### src/rtl/instr_encode_loader.sv
// Packs MIPS R/I-type fields into 32-bit words and writes them to sequential instruction-memory addresses.
// One cycle from accepted bundle to imWe; inReady is high only in LOAD and drops during a start pulse.
module instr_encode_loader #(
  parameter int DEPTH  = 256,
  parameter int ADDR_W = 8
) (
  input  logic              clk,
  input  logic              rstn,
  input  logic              start,
  input  logic              inValid,
  output logic              inReady,
  input  logic              inLast,
  input  logic [5:0]        inOpcode,
  input  logic [4:0]        inRs,
  input  logic [4:0]        inRt,
  input  logic [4:0]        inRd,
  input  logic [4:0]        inShamt,
  input  logic [5:0]        inFunct,
  input  logic [15:0]       inImm,
  output logic              imWe,
  output logic [ADDR_W-1:0] imAddr,
  output logic [31:0]       imWData,
  output logic [ADDR_W:0]   wordCount,
  output logic              busy,
  output logic              done,
  output logic              errIllegal,
  output logic              errOverflow
);

  typedef enum logic [1:0] {
    S_IDLE  = 2'd0,
    S_LOAD  = 2'd1,
    S_FLUSH = 2'd2,
    S_DONE  = 2'd3
  } state_t;

  localparam logic [ADDR_W:0] DEPTH_C = DEPTH[ADDR_W:0];

  state_t              state_q, state_d;
  logic                we_q, we_d;
  logic [ADDR_W-1:0]   addr_q, addr_d;
  logic [31:0]         wdata_q, wdata_d;
  logic [ADDR_W:0]     count_q, count_d;
  logic                busy_q, busy_d;
  logic                done_q, done_d;
  logic                err_ill_q, err_ill_d;
  logic                err_ovf_q, err_ovf_d;

  logic                in_ready;
  logic                accept;
  logic                legal;
  logic                full;
  logic [31:0]         enc_word;

  // A start in the same cycle as a valid bundle takes priority, so ready is masked by it.
  assign in_ready = (state_q == S_LOAD) && !start;
  assign accept   = inValid && in_ready;
  assign full     = (count_q >= DEPTH_C);

  always_comb begin
    legal = 1'b0;
    case (inOpcode)
      6'h00, 6'h08, 6'h09, 6'h0A, 6'h0B,
      6'h0C, 6'h0D, 6'h0E, 6'h0F, 6'h23, 6'h2B: legal = 1'b1;
      default:                                  legal = 1'b0;
    endcase
  end

  always_comb begin
    enc_word = {inOpcode, inRs, inRt, inImm};
    if (inOpcode == 6'h00) begin
      enc_word = {inOpcode, inRs, inRt, inRd, inShamt, inFunct};
    end
  end

  always_comb begin
    state_d   = state_q;
    we_d      = 1'b0;
    addr_d    = addr_q;
    wdata_d   = wdata_q;
    count_d   = count_q;
    err_ill_d = err_ill_q;
    err_ovf_d = err_ovf_q;

    if (start) begin
      state_d   = S_LOAD;
      addr_d    = '0;
      count_d   = '0;
      err_ill_d = 1'b0;
      err_ovf_d = 1'b0;
    end else begin
      case (state_q)
        S_LOAD: begin
          if (accept) begin
            if (full) begin
              err_ovf_d = 1'b1;
            end else if (!legal) begin
              err_ill_d = 1'b1;
            end else begin
              // count_q < DEPTH here, so the address slice never wraps.
              we_d    = 1'b1;
              addr_d  = count_q[ADDR_W-1:0];
              wdata_d = enc_word;
              count_d = count_q + {{ADDR_W{1'b0}}, 1'b1};
            end
            if (inLast) begin
              state_d = S_FLUSH;
            end
          end
        end
        S_FLUSH: state_d = S_DONE;
        default: state_d = state_q;
      endcase
    end

    busy_d = (state_d == S_LOAD) || (state_d == S_FLUSH);
    done_d = (state_d == S_DONE);
  end

  always_ff @(posedge clk or negedge rstn) begin
    if (!rstn) begin
      state_q   <= S_IDLE;
      we_q      <= 1'b0;
      addr_q    <= '0;
      wdata_q   <= '0;
      count_q   <= '0;
      busy_q    <= 1'b0;
      done_q    <= 1'b0;
      err_ill_q <= 1'b0;
      err_ovf_q <= 1'b0;
    end else begin
      state_q   <= state_d;
      we_q      <= we_d;
      addr_q    <= addr_d;
      wdata_q   <= wdata_d;
      count_q   <= count_d;
      busy_q    <= busy_d;
      done_q    <= done_d;
      err_ill_q <= err_ill_d;
      err_ovf_q <= err_ovf_d;
    end
  end

  assign inReady     = in_ready;
  assign imWe        = we_q;
  assign imAddr      = addr_q;
  assign imWData     = wdata_q;
  assign wordCount   = count_q;
  assign busy        = busy_q;
  assign done        = done_q;
  assign errIllegal  = err_ill_q;
  assign errOverflow = err_ovf_q;

endmodule

### config.mk
export PLATFORM = sky130hd
export DESIGN_NAME = instr_encode_loader
export DESIGN_NICKNAME = d
export VERILOG_FILES = /design/src/rtl/instr_encode_loader.sv
export SDC_FILE = /design/constraint.sdc
export NUM_CORES = 1
export LEC_CHECK = 0
export CAP_MARGIN = 20
export CORE_MARGIN = 2
export CORE_UTILIZATION = 25
export CTS_CLUSTER_SIZE = 20
export DETAILED_ROUTE_END_ITERATION = 8
export GPL_ROUTABILITY_DRIVEN = 0
export HOLD_SLACK_MARGIN = 0.12
export PLACE_DENSITY = 0.55
export SLEW_MARGIN = 20
export SYNTH_ARGS = -nofsm -noshare
export SYNTH_HDL_FRONTEND = slang
export SYNTH_SLANG_ARGS = --single-unit
### constraint.sdc
create_clock -name clk -period 4.42 [get_ports clk]
set_input_delay 1.105 -clock clk [delete_from_list [all_inputs] [get_ports clk]]
set_output_delay 1.105 -clock clk [all_outputs]
set_load 0.02 [all_outputs]
# After elaboration in Yosys (flattened, before gate mapping)

Index checks and enable logic that the tools add are counted.

Memory bits (read-only): 0
Memory bits (writable): 0
Latch bits: 0
Bits of input ports: 53
Word-level logic and storage cells: 74
Output and inout bits: 55
Register bits after elaboration: 56
Memories kept: 0

Add/subtract/negate cells: 1
Equality and inequality tests: 17
Bitwise logic cells: 2
Order comparisons: 1
Shifts and indexed selects: 0
Multiplexer cells: 30
$mul: 0
Reduce and logical (&&, ||, !) cells: 14
Divide/modulo/power cells: 0

Operators by type and width:

| kind                                                | count |
|---|---|
| equality test 6 x 4 -> 1 bit, second input constant | 8 |
| two-way mux 9 bit                                   | 5 |
| two-way mux 8 bit                                   | 5 |
| two-way mux 16 bit                                  | 1 |
| two-way mux 1 bit                                   | 15 |
| equality test 6 bit, second input constant          | 2 |
| OR reduction 11 bit                                 | 1 |
| adder 9 x 1 -> 9 bit, second input constant         | 1 |
| >= comparator 9 bit, second input constant          | 1 |
| AND reduction 4 bit                                 | 2 |
| nonzero test 2 bit                                  | 4 |
| equality test 2 bit, second input constant          | 3 |
| zero test 6 bit                                     | 1 |
| two-way mux 2 bit                                   | 3 |
| AND reduction 5 bit                                 | 1 |
| equality test 2 x 1 -> 1 bit, second input constant | 2 |
| != test 2 bit, second input constant                | 2 |
| case mux 2 bit (2 select lines)                     | 1 |
| AND reduction 3 bit                                 | 1 |
| logical AND 1 bit                                   | 2 |
| NOT 1 bit                                           | 2 |
| zero test 1 bit                                     | 1 |
| logical OR 1 bit                                    | 1 |

# Longest topological paths before layout

Gate-level depths: netlist (run 1).

Depth after elaboration: 8
Gate-level depth with buffers: 8
Gate-level depth less buffers: 6

# Worst setup path after synthesis (run 1)

No wires, ideal clock.

Kind: input port to output port
Start point: in start
End point: out inReady
Slack: 1.721 ns
Stages on the path: 2
Required time: 3.315 ns
Path buffers: 1
Arrival time: 1.594 ns
Cells stage by stage: clkbuf_1 nor2b_1

Word-level cells in the longest chain between the ends: 2

RTL lines:

| element           | RTL line | source |
|---|---|---|
| from (decl)       | 9        | `input logic start,` |
| zero test 1 bit   | 56       | `assign in_ready = (state_q == S_LOAD) && !start;` |
| logical AND 1 bit | 56       |  |
| to (decl)         | 11       | `output logic inReady,` |

Every way passes these cells.

# Worst setup path in the final report (run 1)

Same ends and word-level chain as after synthesis.

==> flow_metrics.py, run 1 <==
metrics = {
    "cells_and_area": {
        "mostFrequentLayoutCell": "clkdlybuf4s50_1",
        "nets": 376,
        "fill_cells": 1075,
        "area_growth_pct": 47.88,
        "layout-drive-gt1-share": 0.2250,
        "layout_common_cells": "clkdlybuf4s50_1, dfrtp_1, mux2_2",
        "n_antenna_cell": 0,
    },
    "worst_setup_path": {
        "reg2reg_depth": 7,
        "path_common_cell": "clkdlybuf4s50_1",
        "cpMaxStageDelayCell": "clkdlybuf4s50_1",
        "r2r-start": "state_q[1]",
        "worst-path-buf-inv": 3,
        "cpLargestDelayFamily": "buffers and inverters",
        "cp_max_fo": 18,
        "critPathArrivalTime_ns": 2.44,
        "path_cells": "clkdlybuf4s50_1 -> buf_4 -> nor2b_1 -> clkdlybuf4s50_1",
        "cp_num_cells": 4,
        "cp-start-kind": "input pin",
        "critical_path_class": "in2out",
        "crit_path_end_kind": "output port",
        "startpoint": "start",
        "required_ns": 3.31,
        "slowest_delay_ns": 0.61,
    },
    "yosys": {
        "synth_cells": 210,
        "ys.flop_type": "dfrtp_1",
        "ys_types": 37,
        "avgSynthCellArea_sq_um": 12.94,
        "synth_nets": 267,
        "yosys_warnings": 0,
        "yosysTopAreaCell": "dfrtp_1",
        "synth-edff-count": 0,
        "synth_seq_cells": 56,
        "synth_area_sq_um": 2718,
        "synth_top_area_share": 0.5157,
        "ys_async_sr_fraction": 1.000,
        "synth_seq_area_share": 0.5157,
        "synthTopCellsByArea": "dfrtp_1, mux2_2, mux2_4, a21oi_1, a31o_2",
    },
    "cts": {
        "cts_buffer_depth": 2,
        "ctsHoldBuffers": 0,
        "ctsResizeCount": 0,
        "insertion_delay_ns": 0.31,
        "tritoncts": "done",
        "clkTransAtPathRegs_ns": 0.10,
        "numCtsBuffers": 5,
        "clock-sinks": 56,
        "root_buffer": "clkbuf_8",
        "post_cts.repair.setup_buffers": 0,
        "cts_max_level": 2,
    },
    "sta": {
        "timing.final.crit_share": 0.8029,
        "slew_violations": 0,
        "rsz0062_at_grt": "false",
        "period_minus_slack_ns": 3.549,
        "holdWs_ns": 0.4973,
        "worstMarginPinSlew_ns": 0.8229,
        "fin_skew_ns": 0.01730,
        "setup_viol": 0,
        "clock.fmax_mhz": 281.8,
        "relSlewSlack": 0.4514,
        "final-hold-violation-count": 0,
        "setup-tns-final_ns": 0,
    },
    "floorplanning": {
        "die_y_um": 108.3,
        "rows": 38,
        "dieWidth_um": 108.3,
        "start_util": 0.2529,
        "core_area_sq_um": 10750,
        "io_pins": 108,
        "die-area_sq_um": 11720,
    },
    "drt": {
        "drt_iter0_drc": 85,
        "viasPerCell": 4.420,
        "wl_per_cell_um": 14.30,
        "drc_errors": 0,
        "firstDrtPassIters": 4,
        "vias": 2033,
        "totalWireLength_mm": 6.577,
        "ant_nets": 0,
    },
    "grt": {
        "grt_start_max_net_pins": 37,
        "grt_antenna_before_repair": 0,
        "grt_pass1_vias": 2130,
        "grt.total_usage": 0.1161,
        "grt_pass1_wl_mm": 10.70,
        "overflow": 0,
    },
    "power_and_ir_drop": {
        "ir_drop_v": 0.0002514,
        "power.density_nw_per_um2": 481.7,
        "leakage_nw": 1.642,
    },
    "worst_hold_path": {
        "min_from": "imWData[30]",
        "min_path_cells": 1,
        "hold_class": "reg2reg",
    },
    "outcome": {
        "status": "finished, final reports clean",
    },
    "place": {
        "hpwlAfterDp_mm": 4.703,
        "io_buffers": 107,
    },
    "run": {
        "max-cap-violations": 0,
    },
}
[path summary, 6_finish.rpt]
kind | end | slack [ns]
max | inReady | 0.87
min | imWData[30] | 0.50
max reg2reg | imWData[10] | 2.02
min reg2reg | imWData[30] | 0.50
max in group asynchronous | imAddr[3] | 2.73
min in group asynchronous | errOverflow | 0.88
[flip-flops by register name, summed over array words and instances, names as in the netlist]
name,cells
wordCount,9
errOverflow,1
done,1
imWData,32
busy,1
state_q,2
imWe,1
imAddr,8
errIllegal,1
[per-stage QoR]
step                area, sq um  setup WS (ns)  power, mW    util  instances
finish                     4019         0.8713      1.936  0.3740        460
global route               4019         0.8301      2.051  0.3740        460
CTS                        4019         0.8641      1.969  0.3740        460
detailed placement         3908         0.8494      1.611  0.3636        452
global placement           3908         0.8688      1.609  0.3636        452
floorplan                  2718          1.721      1.194       -        210
[kinds of logic after synthesis]
family / after synthesis / synth area share
XOR/XNOR: 1 / 0.003223
AO/OA/AOI/OAI: 32 / 0.08333
buffers and inverters: 23 / 0.05202
adder cells (fa/ha/maj): 4 / 0.01842
flip-flops: 56 / 0.5157
multiplexers: 49 / 0.2307
AND/OR/NAND/NOR: 45 / 0.09669
[worst reg2reg max path, stage by stage, from the launching register on]
cell and delay, ns:
dfrtp_1 0.43, inv_1 0.11, ha_1 0.30, nand4bb_1 0.15, buf_4 0.21, or2_1 0.42
inv_8 0.30, mux2_2 0.38
[per-layer routing]
metal / routed length, um / share of wire / track usage
met3: 493 / 0.075 / 0.04039
met5: 0 / 0 / 0
met2: 3057 / 0.46 / 0.1896
met4: 27 / 0.0041 / 0.02198
met1: 3000 / 0.46 / 0.1500
[cells in the mapped netlist, drive strengths merged, types with 4 or more instances]
cell type  number
mux2           49
a31o            6
dfrtp          56
nor2b           4
inv            13
o21ai           5
nor3            9
nand2           7
or4             5
a21oi          11
o31ai           6
ha              4
clkbuf          5
nor2            6
buf             4
[where the power goes]
group          leakage, nW  switching (mW)  internal (mW)
clock               0.0541           0.170          0.168
sequential           0.717          0.0865          0.665
combinational        0.871           0.371          0.476
total                 1.64           0.627           1.31
[cell type report]
cell class / count / area, sq um / share of cell area
Sequential cell: 56 / 1401 / 0.3487
Clock buffer: 5 / 68.82 / 0.01712
Multi-Input combinational cell: 131 / 1175 / 0.2923
Timing Repair Buffer: 111 / 1096 / 0.2727
Tap cell: 140 / 175.2 / 0.04359
Inverter: 14 / 60.06 / 0.01494
Clock inverter: 3 / 42.54 / 0.01059
Power figures use the tool's default switching activity.
==> run 2, diff against run 1 <==
--- a/config.mk
+++ b/config.mk
@@ -12,7 +12,7 @@
 export DETAILED_ROUTE_END_ITERATION = 8
 export GPL_ROUTABILITY_DRIVEN = 0
 export HOLD_SLACK_MARGIN = 0.12
-export PLACE_DENSITY = 0.55
+export PLACE_DENSITY = 0.57
 export SLEW_MARGIN = 20
 export SYNTH_ARGS = -nofsm -noshare
 export SYNTH_HDL_FRONTEND = slang
==> constraint.sdc (replaced) <==
create_clock -name clk -period 3.06 [get_ports clk]
set_input_delay 0.765 -clock clk [delete_from_list [all_inputs] [get_ports clk]]
set_output_delay 0.765 -clock clk [all_outputs]
set_load 0.02 [all_outputs]
==> flow_metrics.py, run 2 (same netlist as run 1, synthesis figures left out) <==
metrics = {
    "cells_and_area": {
        "fill_cells": 1094,
        "layout_common_cells": "clkdlybuf4s50_1, dfrtp_1, mux2_2",
        "n_antenna_cell": 0,
        "fin_area_sq_um": 4024,
        "layout-drive-gt1-share": 0.2291,
        "mostFrequentLayoutCell": "clkdlybuf4s50_1",
        "largest_reg_flops": 32,
        "nets": 379,
        "area_growth_pct": 48.07,
    },
    "worst_hold_path": {
        "hold_class": "in2async",
    },
    "worst_setup_path": {
        "critical_path_class": "reg2out",
        "path_cells": "inv_1 -> ha_1 -> nor2b_1 -> clkdlybuf4s50_1",
        "cp-start-kind": "register",
        "required_ns": 2.29,
        "cpMaxStageDelayCell": "clkdlybuf4s50_1",
        "slowest_delay_ns": 0.61,
        "startpoint": "state_q[1]",
        "critPathArrivalTime_ns": 1.94,
        "worst-r2r-setup-slack_ns": 0.76,
        "cp_max_fo": 8,
        "r2r-start": "state_q[1]",
        "crit_path_end_kind": "output port",
    },
    "grt": {
        "grt.total_usage": 0.1180,
        "grt_pass1_vias": 2190,
        "grt_antenna_before_repair": 0,
        "grt_start_max_net_pins": 29,
        "grt_pass1_wl_mm": 10.94,
        "overflow": 0,
    },
    "outcome": {
        "status": "finished, final reports clean",
    },
    "floorplanning": {
        "core_area_sq_um": 10750,
        "start_util": 0.2529,
        "die-area_sq_um": 11720,
        "io_pins": 108,
        "rows": 38,
        "die_y_um": 108.3,
        "dieWidth_um": 108.3,
    },
    "drt": {
        "vias": 2056,
        "firstDrtPassIters": 4,
        "viasPerCell": 4.441,
        "drc_errors": 0,
        "ant_nets": 0,
        "wl_per_cell_um": 13.99,
        "totalWireLength_mm": 6.477,
        "drt_iter0_drc": 33,
    },
    "sta": {
        "setup-tns-final_ns": 0,
        "worstMarginPinSlew_ns": 0.5583,
        "fin_skew_ns": 0.01963,
        "rsz0062_at_grt": "false",
        "setup_viol": 0,
        "slew_violations": 0,
        "timing.final.crit_share": 0.8826,
        "clock.fmax_mhz": 370.3,
        "relSlewSlack": 0.6250,
        "period_minus_slack_ns": 2.701,
        "final-hold-violation-count": 0,
    },
    "cts": {
        "tritoncts": "done",
        "clock-sinks": 56,
        "clkTransAtPathRegs_ns": 0.11,
        "insertion_delay_ns": 0.31,
        "cts_max_level": 2,
        "ctsResizeCount": 0,
        "root_buffer": "clkbuf_8",
        "numCtsBuffers": 5,
        "cts_buffer_depth": 2,
        "post_cts.repair.setup_buffers": 0,
        "ctsHoldBuffers": 0,
    },
    "power_and_ir_drop": {
        "leakage_nw": 1.646,
        "ir_drop_v": 0.0003637,
        "power.density_nw_per_um2": 681.6,
    },
    "place": {
        "hpwlAfterDp_mm": 4.754,
        "dpl_cell_area_sq_um": 3930,
        "io_buffers": 107,
    },
    "run": {
        "max-cap-violations": 0,
    },
}
==> run 2: cell count changes in the layout (fill, tap and decap cells not counted) <==
| cell | delta |
|---|---|
| buf_4 | +3 |
| bufinv_16 | -1 |
| clkbuf_1 | +1 |
| clkbuf_8 | +1 |
| clkinv_2 | -1 |
==> run 2: path summary, 6_finish.rpt <==
| check | to | cells after the start |
|---|---|---|
| worst max-delay path | inReady | 4 |
| max in group asynchronous | imAddr[3] | 2 |
| worst min-delay path | errIllegal | 1 |
| worst max register to register | wordCount[4] | 7 |
| worst min register to register | imWData[30] | 1 |
| min in group clk | imWData[30] | 1 |
==> run 2: final cells by class <==
type	count	area, sq um	share of cell area
well taps	140	175.2	0.04353
multi-input cells	131	1175	0.2920
clock inverters	1	7.507	0.001866
flip-flops and latches	56	1401	0.3483
repair buffers	114	1119	0.2780
clock buffers	7	86.33	0.02146
inverters	14	60.06	0.01493
==> run 2: power by group <==
group / switching (mW) / leakage (nW) / internal (mW)
sequential: 0.132 / 0.717 / 0.960
combinational: 0.532 / 0.884 / 0.689
clock: 0.244 / 0.0445 / 0.185
total: 0.909 / 1.65 / 1.83
==> run 2: layer usage <==
| metal | GRT usage | vias to the layer above | share of wire |
|---|---|---|---|
| met2 | 0.1882 | 82 | 0.46 |
| li1 | - | 980 | - |
| met4 | 0.02473 | 0 | 0.0034 |
| met3 | 0.04159 | 2 | 0.086 |
| met1 | 0.1551 | 992 | 0.45 |
| met5 | 0 | - | 0 |
==> run 2: stage by stage <==
step / cells / hold slack (ns) / power [mW] / utilization / worst slack (ns)
2_1_floorplan: 210 / 0.4694 / 1.724 / - / 0.7870
3_3_place_gp: 455 / 0.4757 / 2.328 / 0.3657 / 0.2492
3_5_place_dp: 455 / 0.4820 / 2.331 / 0.3657 / 0.2078
4_1_cts: 463 / 0.4482 / 2.785 / 0.3745 / 0.3497
5_1_grt: 463 / 0.4722 / 2.916 / 0.3745 / 0.2314
6_report: 463 / 0.4308 / 2.743 / 0.3745 / 0.3593
==> run 2: worst max-delay path, delay by kind of cell (launching register included) <==
kind	cells	cell delay, ns
adder cells (fa/ha/maj)	1	0.31
buffers and inverters	2	0.73
flip-flops	1	0.44
AND/OR/NAND/NOR	1	0.17
==> RTL edit (flow settings as in run 2) <==
Register the output `errIllegal` once more, without a reset; this adds one clock of latency there. The other outputs are not delayed to match.
--- a/src/rtl/instr_encode_loader.sv
+++ b/src/rtl/instr_encode_loader.sv
@@ -148,7 +148,9 @@
   assign wordCount   = count_q;
   assign busy        = busy_q;
   assign done        = done_q;
-  assign errIllegal  = err_ill_q;
+  always_ff @(posedge clk) begin
+    errIllegal <= err_ill_q;
+  end
   assign errOverflow = err_ovf_q;
 
 endmodule
Check against the original RTL: not equivalent (Yosys sat finds a counterexample within 4 cycles, from zero or initial values and one cycle with rstn low).
==> RTL edit against run 2 <==
Hold slack worse by 41 ps. Cell area rose by 2.5%. Clock skew shrank 9.8 ps. Power is 8.5% higher. Largest cell class unchanged. Sequential cell count increased by 1. Register-to-register slack improved by 50 ps. Wire length up 3.7%. Highest routed layer unchanged. Area after synthesis grew 0.74%. Worst setup slack got worse by 17 ps.
==> RTL edit: results (changes against run 2) <==
Status
  – Status: complete, no violations

Power
  – Pleak: 1.696 nW (+3.1%)
  – Clk. pwr: 647 µW (+51%)
  – Worst VDD drop: 0.0003515 V (-3.4%)
  – Pwr top: combinational logic
  – Power Total: 2.976 mW (+8.5%)
  – Flop pwr share: 0.369 (-0.029)
  – Psw: 953.6 µW (+4.9%)

Route
  – Vias per std cell: 4.438 (about the same)
  – Final WL: 6715 µm (+3.7%)
  – First-pass detailed-route iteration total: 4 (unchanged)
  – DRT iter0 DRCs: 99 (+200%)

Logic synthesis
  – Synth Net Count: 268 (+0.37%)
  – Post-synth top cells: dfrtp_1 (56), mux2_2 (29), mux2_4 (20)
  – Yosys warns: 0 (unchanged)
  – Ranking of synthesized cells by area: dfrtp_1 (51%), mux2_2 (12%), mux2_4 (11%), a21oi_1 (2.0%), a31o_2 (1.9%)
  – Post-synthesis sequential area ratio: 0.5192 (+0.003542)
  – Synth cell types: 38 (+2.7%)
  – Most used DFF post-synth: dfrtp_1
  – Mapped Cells: 211 (+0.48%)
  – Post-synth ARST share: 0.9825 (-0.01754)

Hold path
  – Hold Startpoint: err_ill_q
  – Worst Hold Class: register to register

Final layout
  – Filler cells: 1,086 (-0.73%)
  – Area delta synth->final: 50.64%
  – Share of cells above drive strength 1: 0.2424 (+0.01332)
  – Final #Nets: 383 (+1.1%)
  – Max FFs per register: 32 (unchanged)
  – Final non-filler cell total: 470 (+1.5%)
  – Antenna cell count: 0 (unchanged)

CTS
  – Clk slew on worst S/H paths: 70 ps (-40 ps)
  – Inserted Clock Buffers: 9 (+4)
  – Clk Latency, worst-skew pair: 330 ps (+20 ps)
  – CTS Buffer Depth: 2 (unchanged)
  – Root Buffer: clkbuf_8
  – H-Tree Depth: 3 (+1)
  – Resize count post-CTS: 0 (unchanged)

Timing
  – Pin slew with the least headroom to its limit: 743.6 ps (+185.3 ps)
  – Worst Skew: 9.843 ps (-9.789 ps)

Placement
  – Placed Area: 3943 µm² (+0.32%)
  – Buffers on Ports: 107 (unchanged)
  – Dpl hpwl: 4706 µm (-1.0%)
  – DP Worst Slack: 215.4 ps (+7.597 ps)

Global route
  – Initial antenna violation count: 0 (unchanged)
  – First-pass GRT wire length: 10,610 µm (-3.1%)
  – Vias in the first global route: 2,122 (-3.1%)
  – Largest net degree at the start of global routing: 57 (+97%)
  – GRT Total Usage: 0.1178 (-0.0002101)

Worst setup path
  – Slowest CP cell: clkdlybuf4s50_1
  – Startpoint Class: register
  – Critical R2R Launch: state_q[1]
  – Max FO, Critical Path: 8 (unchanged)
  – Critical Path AT: roughly 2000 ps

Floorplanning
  – Core area: 10,750 µm² (unchanged)
==> RTL edit: cell types whose count changed after synthesis <==
cell     delta
dfxtp_1     +1
==> RTL edit: cell families (layout without fill, tap and decap cells) <==
family,after synthesis,count (layout),synth area share
DFF,57,57,0.5192
muxes,49,49,0.2290
and+or+nand+nor,45,45,0.09598
AOI/OAI and AO/OA,32,32,0.08272
buffers and inverters,23,142,0.05164
adders and majority gates,4,4,0.01828
xor gates and xnor gates,1,1,0.003200
==> RTL edit: worst max-delay path, delay by kind of cell (launching register included) <==
| family | cells | cell delay (ps) |
|---|---|---|
| flip-flops | 1 | 420 |
| adder cells (fa/ha/maj) | 1 | 300 |
| AND/OR/NAND/NOR | 1 | 170 |
| buffers and inverters | 2 | 730 |
==> RTL edit: worst paths after layout <==
check,endpoint,slack [ps],cells after the start
max in group asynchronous,imWData[8],1980,2
min in group asynchronous,imWData[17],570,2
worst min register to register,errIllegal,390,0
worst max-delay path,inReady,340,4
worst max register to register,wordCount[4],810,7
worst min-delay path,errIllegal,390,0
==> RTL edit: metal layers <==
| layer | up-vias | wire length [µm] | global-route usage |
|---|---|---|---|
| li1 | 990 | - | - |
| met1 | 1010 | 3026 | 0.1490 |
| met2 | 77 | 3105 | 0.1813 |
| met3 | 9 | 491 | 0.03766 |
| met4 | 0 | 91 | 0.05861 |
| met5 | - | 0 | 0 |
==> RTL edit: area by class of cell <==
type	instances	area share
Multi-Input combinational cell	131	0.2849
Sequential cell	57	0.3447
Clock inverter	2	0.003034
Timing Repair Buffer	113	0.2694
Tap cell	140	0.04248
Clock buffer	13	0.04096
Inverter	14	0.01456
